--- src/rtl/as2650_io_resp.sv ---
// as2650_io_resp -- device end of the AS2650 external bus for extended I/O.
//
// Decodes REDE/WRTE cycles in an 8-byte window of the I/O page at BASE_ADDR
// and provides:
//   offset 0 GPIO_OUT (R/W)
//   offset 1 GPIO_IN  (RO, two-flop synchronised gpio_in)
//   offset 2 RELOAD   (R/W)
//   offset 3 CTRL     bit0 EN, bit1 FLAG (write 1 clears), bit2 SENSE_SEL,
//                     bit3 EDGE_SENSE (optional feature only)
//   offset 4 EDGE     rising-edge latch, write 1 clears (optional feature only)
//
// Optional feature macro: AS2650_RESP_EDGE_EN
//
// Ports:
//   clk, reset              clock and synchronous active-high reset
//   adr[12:0]               CPU address; only adr[7:0] is decoded
//   dbus_in[7:0]            CPU write data
//   m_io, d_c, rw, wrp, opreq  bus cycle qualifiers (d_c unused)
//   dbus_out[7:0], dbus_oe  registered read data and drive enable
//   sense_out               flag routed to the CPU sense input (registered)
//   gpio_in[7:0]            asynchronous inputs
//   gpio_out[7:0]           output latch
module as2650_io_resp #(
  parameter logic [7:0] BASE_ADDR = 8'hF0,
  parameter int         PRESCALE  = 16
) (
  input  logic        clk,
  input  logic        reset,
  input  logic [12:0] adr,
  input  logic [7:0]  dbus_in,
  input  logic        m_io,
  input  logic        d_c,
  input  logic        rw,
  input  logic        wrp,
  input  logic        opreq,
  output logic [7:0]  dbus_out,
  output logic        dbus_oe,
  output logic        sense_out,
  input  logic [7:0]  gpio_in,
  output logic [7:0]  gpio_out
);

  localparam int PW = (PRESCALE > 1) ? $clog2(PRESCALE) : 1;
  localparam logic [PW-1:0] PRESC_MAX = PW'(PRESCALE - 1);

  // Upper address bits and d_c carry no information for this responder.
  logic unused_bits;
  assign unused_bits = ^{adr[12:8], d_c};

  logic          sel, wr_en, tick;
  logic [2:0]    off;
  logic          wr_gpio, wr_reload, wr_ctrl;

  logic [7:0]    gpio_out_q, reload_q, count_q, count_d;
  logic [PW-1:0] presc_q, presc_d;
  logic          en_q, flag_q, flag_d, ssel_q;
  logic [7:0]    sync1_q, sync2_q;
  logic [7:0]    dout_q, rd_data;
  logic          oe_q, rd_valid, rd_hit, sense_q, sense_d;
  logic          esense_bit;

  assign sel       = opreq & ~m_io & (adr[7:3] == BASE_ADDR[7:3]);
  assign off       = adr[2:0];
  assign wr_en     = sel & rw & wrp;
  assign wr_gpio   = wr_en & (off == 3'd0);
  assign wr_reload = wr_en & (off == 3'd2);
  assign wr_ctrl   = wr_en & (off == 3'd3);

`ifdef AS2650_RESP_EDGE_EN
  logic [7:0] edge_q, edge_d, sync_prev_q;
  logic       esense_q, wr_edge;
  assign wr_edge    = wr_en & (off == 3'd4);
  assign esense_bit = esense_q;
  // A rising edge seen in the same cycle as a clear keeps its bit set.
  assign edge_d = (edge_q & ~({8{wr_edge}} & dbus_in)) | (sync2_q & ~sync_prev_q);
`else
  assign esense_bit = 1'b0;
`endif

  // Timer: prescaler wraps at PRESCALE-1 to produce a tick; the 8-bit counter
  // decrements per tick and reloads (raising FLAG) when a tick finds it at 0.
  assign tick = en_q & (presc_q == PRESC_MAX);

  always_comb begin
    count_d = count_q;
    presc_d = presc_q;
    flag_d  = flag_q;
    if (wr_ctrl & dbus_in[1]) flag_d = 1'b0;
    if (en_q) begin
      presc_d = tick ? '0 : presc_q + 1'b1;
      if (tick) begin
        if (count_q == 8'd0) begin
          count_d = reload_q;
          flag_d  = 1'b1;  // overrides a same-cycle clear
        end else begin
          count_d = count_q - 8'd1;
        end
      end
    end
    // Enabling from the stopped state restarts a full period.
    if (wr_ctrl & dbus_in[0] & ~en_q) begin
      count_d = reload_q;
      presc_d = '0;
    end
  end

  // Read mux over the live register values.
  always_comb begin
    rd_valid = 1'b1;
    rd_data  = 8'h00;
    case (off)
      3'd0: rd_data = gpio_out_q;
      3'd1: rd_data = sync2_q;
      3'd2: rd_data = reload_q;
      3'd3: rd_data = {4'b0000, esense_bit, ssel_q, flag_q, en_q};
`ifdef AS2650_RESP_EDGE_EN
      3'd4: rd_data = edge_q;
`endif
      default: rd_valid = 1'b0;
    endcase
  end

  assign rd_hit = sel & ~rw & rd_valid;

`ifdef AS2650_RESP_EDGE_EN
  assign sense_d = (ssel_q & flag_q) | (esense_q & (|edge_q));
`else
  assign sense_d = ssel_q & flag_q;
`endif

  always_ff @(posedge clk) begin
    if (reset) begin
      gpio_out_q <= 8'h00;
      reload_q   <= 8'hFF;
      en_q       <= 1'b0;
      flag_q     <= 1'b0;
      ssel_q     <= 1'b0;
      count_q    <= 8'h00;
      presc_q    <= '0;
      sync1_q    <= 8'h00;
      sync2_q    <= 8'h00;
      dout_q     <= 8'h00;
      oe_q       <= 1'b0;
      sense_q    <= 1'b0;
`ifdef AS2650_RESP_EDGE_EN
      edge_q      <= 8'h00;
      sync_prev_q <= 8'h00;
      esense_q    <= 1'b0;
`endif
    end else begin
      sync1_q <= gpio_in;
      sync2_q <= sync1_q;
      if (wr_gpio)   gpio_out_q <= dbus_in;
      if (wr_reload) reload_q   <= dbus_in;
      if (wr_ctrl) begin
        en_q   <= dbus_in[0];
        ssel_q <= dbus_in[2];
      end
      count_q <= count_d;
      presc_q <= presc_d;
      flag_q  <= flag_d;
      oe_q    <= rd_hit;
      dout_q  <= rd_hit ? rd_data : 8'h00;
      sense_q <= sense_d;
`ifdef AS2650_RESP_EDGE_EN
      sync_prev_q <= sync2_q;
      edge_q      <= edge_d;
      if (wr_ctrl) esense_q <= dbus_in[3];
`endif
    end
  end

  assign gpio_out  = gpio_out_q;
  assign dbus_out  = dout_q;
  assign dbus_oe   = oe_q;
  assign sense_out = sense_q;

endmodule

--- config.mk ---
export PLATFORM = sky130hd
export DESIGN_NAME = as2650_io_resp
export DESIGN_NICKNAME = d
export VERILOG_FILES = /design/src/rtl/as2650_io_resp.sv
export SDC_FILE = /design/constraint.sdc
export NUM_CORES = 1
export LEC_CHECK = 0
export BUFFER_PORTS_ARGS = -buffer_cell sky130_fd_sc_hd__buf_2
export CAP_MARGIN = 20
export CORE_MARGIN = 5
export CORE_UTILIZATION = 25
export DETAILED_ROUTE_END_ITERATION = 12
export PLACE_DENSITY = 0.5
export SLEW_MARGIN = 20
export SYNTH_ARGS = -nofsm -noshare
export SYNTH_HDL_FRONTEND = slang
export SYNTH_SLANG_ARGS = --single-unit
--- constraint.sdc ---
create_clock -name clk -period 2.2 [get_ports clk]
set_input_delay 0.44 -clock clk [delete_from_list [all_inputs] [get_ports clk]]
set_output_delay 0.44 -clock clk [all_outputs]
set_load 0.01 [all_outputs]
After elaboration in Yosys (flattened, before gate mapping)
Index checks and enable logic that the tools add are counted.

Eq/ne operators: 5. Reduce and logical (&&, ||, !) cells: 8. Add/subtract/negate cells: 2. Mux-type cells: 11. Bitwise operators: 18.

Operator list (number): two-way mux 8 bit (4); one-hot mux 8 bit (4 select lines) (1); bitwise AND 1 bit (14); zero test 8 bit (1); subtractor 8 x 1 -> 8 bit, second input constant (1); equality test 3 x 2 -> 1 bit, second input constant (2); equality test 5 bit, second input constant (1); two-way mux 1 bit (5); adder 4 x 1 -> 4 bit, second input constant (1); equality test 4 bit, second input constant (1); two-way mux 4 bit (1); inverter 1 bit (4); nonzero test 2 bit (2); OR reduction 2 bit (2); OR reduction 4 bit (1); equality test 3 x 1 -> 1 bit, second input constant (1); zero test 3 bit (1); AND reduction 2 bit (1).

Logic and storage cells: 56. Input port bits: 36. Output and inout port bits: 18. Register bits after elaboration: 57.

Depth between registers and ports, before layout
Depth in word-level cells: 11. Depth in mapped cells: 7.

Worst setup path after synthesis
Ideal clock, no wire load.

Path type: input to register. Start point: in m_io. End point: reg count_q[6]. Path buffers: 1. Cell stages on the path: 5. Data required time: 2.121 ns. Library setup time: 0.079 ns. Slack: 0.069 ns. Arrival: 2.051 ns. Cells stage by stage: or3b_1 -> buf_6 -> or4_4 -> or3b_4 -> a211oi_2.

Longest elaborated chain between the ends: 10. Elaborated cells on any way between the ends: 12. Those cells by class: mux: 1; bitwise: 8; reduce/logical: 3.

RTL lines: start: declaration (line 31) `input logic m_io,`; inverter 1 bit (*) (line 62) `assign sel = opreq & ~m_io & (adr[7:3] == BASE_ADDR[7:3]);`; bitwise AND 1 bit (*) (2 in a row) (line 62); bitwise AND 1 bit (*) (2 in a row) (line 64) `assign wr_en = sel & rw & wrp;`; bitwise AND 1 bit (*) (line 67) `assign wr_ctrl = wr_en & (off == 3'd3);`; bitwise AND 1 bit (*) (2 in a row) (line 101) `if (wr_ctrl & dbus_in[0] & ~en_q) begin`; nonzero test 2 bit (no line); AND reduction 2 bit (no line); end signal: assignment (line 159) `count_q <= count_d;`; end: declaration (line 54) `logic [7:0] gpio_out_q, reload_q, count_q, count_d;`.

Every way passes the cells marked *; elsewhere a longest branch is shown, timed or not. A chain may end at the register's enable or synchronous reset.

Worst setup path after layout
Ends and elaborated chain as after synthesis.

==> results.json <==
{
  "outcome": "finished, final reports clean",
  "mappedNetlistArea_sq_um": 2410,
  "arrival_ps": 2090,
  "tightestPinTransition_ps": 528,
  "postRouteAntennaNets": 0,
  "grt_pass1_vias": 2000,
  "finalHoldViolCount": 0,
  "cts_max_level": 3,
  "yosys_register_bits": 57,
  "yosys-top-cells-area": "dfxtp_1 (47%), mux2i_1 (9.5%), nor2b_1 (6.7%)",
  "peakVddDrop_v": 0.000323,
  "synth_top_family_by_area": "simple AND/OR/NAND/NOR gates",
  "hold_class": "input pin to flop",
  "overflow": 0,
  "diodes": 0,
  "cts_root_buffer": "clkbuf_8",
  "grt_pass1_wl_microns": 9500,
  "rsz0062_at_grt": "false",
  "fin_nets": 347,
  "die_w_microns": 108,
  "synth_fp_nets": 291,
  "yosys.area.top_type_share_pct": 47.3,
  "fp-row-count": 35,
  "top_layer": "met4",
  "synth-compound-area-share_pct": 12.8,
  "grt_max_degree": 35,
  "dieArea_sq_um": 11700,
  "track_usage_pct": 10.2,
  "routed_wl_microns": 5600,
  "setup_tns_ps": 0,
  "drv_slew": 0,
  "drc": 0,
  "syn_avg_cell_area_sq_um": 9.58,
  "cts_setup_buffers": 0,
  "drive_above_1_share_pct": 25.9,
  "finalCoreUtilization_pct": 32.1,
  "cts_tree": "yes",
  "start_util_pct": 25.9,
  "synth_cells": 252,
  "synth_xor_area_share_pct": 0.363,
  "cts_made_buffers": 9,
  "wl_met2_microns": 2680,
  "synth.area.mux_share_pct": 10.5,
  "hpwlAfterDp_microns": 4150,
  "leakage_nw": 1.22,
  "max_slew_margin_pct": 64.5,
  "firstDrtPassIters": 4,
  "cp-start-kind": "input pin",
  "yosysTopAreaCell": "dfxtp_1",
  "synth_warnings": 0,
  "drt-initial-drc-count": 59,
  "wl_per_cell_microns": 12.7,
  "criticalPathCategory": "input pin to flop",
  "path_clk_slew_ps": 70,
  "powerDensity_nw_per_um2": 663,
  "finalSetupViolCount": 0,
  "reg2reg_depth": 5,
  "cts_sinks": 57,
  "cts_buffer_depth": 2,
  "synthAdderAreaFrac_pct": 1.56,
  "fin_crit_ps": 1840,
  "dieHeight_microns": 108,
  "skew_ps": 5.90,
  "mostFrequentLayoutCells": "dfxtp_1 (57), buf_2 (47), nor2_1 (34), nor2b_1 (26), mux2i_1 (23)",
  "async_flop_share_pct": 0,
  "final_common_cell": "dfxtp_1",
  "worstSkewPairLatency_ps": 330,
  "dpl_cell_area_sq_um": 2840,
  "yosysSeqAreaShare_pct": 47.3,
  "port_buffers": 47,
  "whs_path_depth": 2,
  "area_growth_pct": 24.2,
  "met3_length_microns": 249,
  "routabilityCongestion": 0.793,
  "synth_enable_flop_cells": 0,
  "crit_path_end_kind": "flop",
  "met1_length_microns": 2550,
  "synth.distinct_cells": 45,
  "fin_crit_sh_pct": 83.7,
  "nFillCells": 997,
  "final_cell_area_sq_um": 3000,
  "ys.flop_type": "dfxtp_1",
  "io_pins": 54,
  "routed_via_density": 4.45,
  "hold_buffers": 0,
  "num_vias": 1965,
  "critPathMaxFanout": 3,
  "required_ps": 2450,
  "core_sq_um": 9330,
  "fmax_ghz": 0.543,
  "ctsResizeCount": 0,
  "drv_cap": 0,
  "yosys.area_share.simple_pct": 24.3,
  "antenna_found_initial": 0
}
==> synthesized netlist by cell type (4+ instances only) <==
cell	count
nand4_1	4
nor3_1	6
nor2b_1	26
mux2i_1	23
nand2_1	7
a211o_1	9
inv_1	6
clkbuf_1	8
nor2_1	34
o21ai_0	7
nand3_1	5
a21oi_1	13
dfxtp_1	57
==> critical path, cell delays in order <==
cell and delay, ps:
buf_2 90, or3b_1 420, or4_4 500, or3b_4 410, a211oi_2 220
==> cells by family after synthesis <==
family,count (synthesis)
xor gates and xnor gates,1
and+or+nand+nor,104
buffers and inverters,19
AOI/OAI and AO/OA,44
muxes,24
DFF,57
adders and majority gates,3
==> final timing paths <==
path | from | end | slack [ps]
hold reg to reg | sync1_q[2] | sync2_q[2] | 440
hold / removal | gpio_in[6] | sync1_q[6] | 320
setup / recovery | m_io | count_q[6] | 360
setup reg to reg | presc_q[0] | count_q[6] | 370
==> state kept, by name, summed over array words and instances (netlist names) <==
signal,flops
count_q,8
dbus_out,8
gpio_out,8
reload_q,8
sync1_q,8
sync2_q,8
presc_q,4
dbus_oe,1
en_q,1
flag_q,1
sense_out,1
ssel_q,1
==> per-stage QoR <==
step	cells	power [mW]	hold slack [ps]	setup WS, ps
detailed placement	426	1.20	424	35.4
finish	442	1.99	319	358
global placement	426	1.20	419	50.8
global route	442	2.08	323	172
CTS	442	2.02	304	366
floorplan	252	1.15	414	69.3
==> layout make-up <==
| type | instances | area, sq um | share of cell area (%) |
|---|---|---|---|
| timing repair buffer | 58 | 318 | 10.6 |
| multi-input combinational | 176 | 1190 | 39.8 |
| clock buffer | 10 | 128 | 4.26 |
| clock inverter | 6 | 35.0 | 1.17 |
| inverter | 6 | 22.5 | 0.751 |
| tap | 129 | 161 | 5.38 |
| sequential | 57 | 1140 | 38.1 |
==> report_power, final <==
group | switching [mW] | leakage (nW) | internal, mW
Combinational | 0.0667 | 0.675 | 0.0571
Clock | 0.414 | 0.0818 | 0.400
Sequential | 0.00435 | 0.463 | 1.05
==> routing by layer <==
layer	GRT usage [%]	vias to the layer above
met1	12.0	901
met2	17.3	45
met5	0	-
li1	-	1006
met4	5.23	0
met3	2.39	13
(Power assumes the default switching activity.)
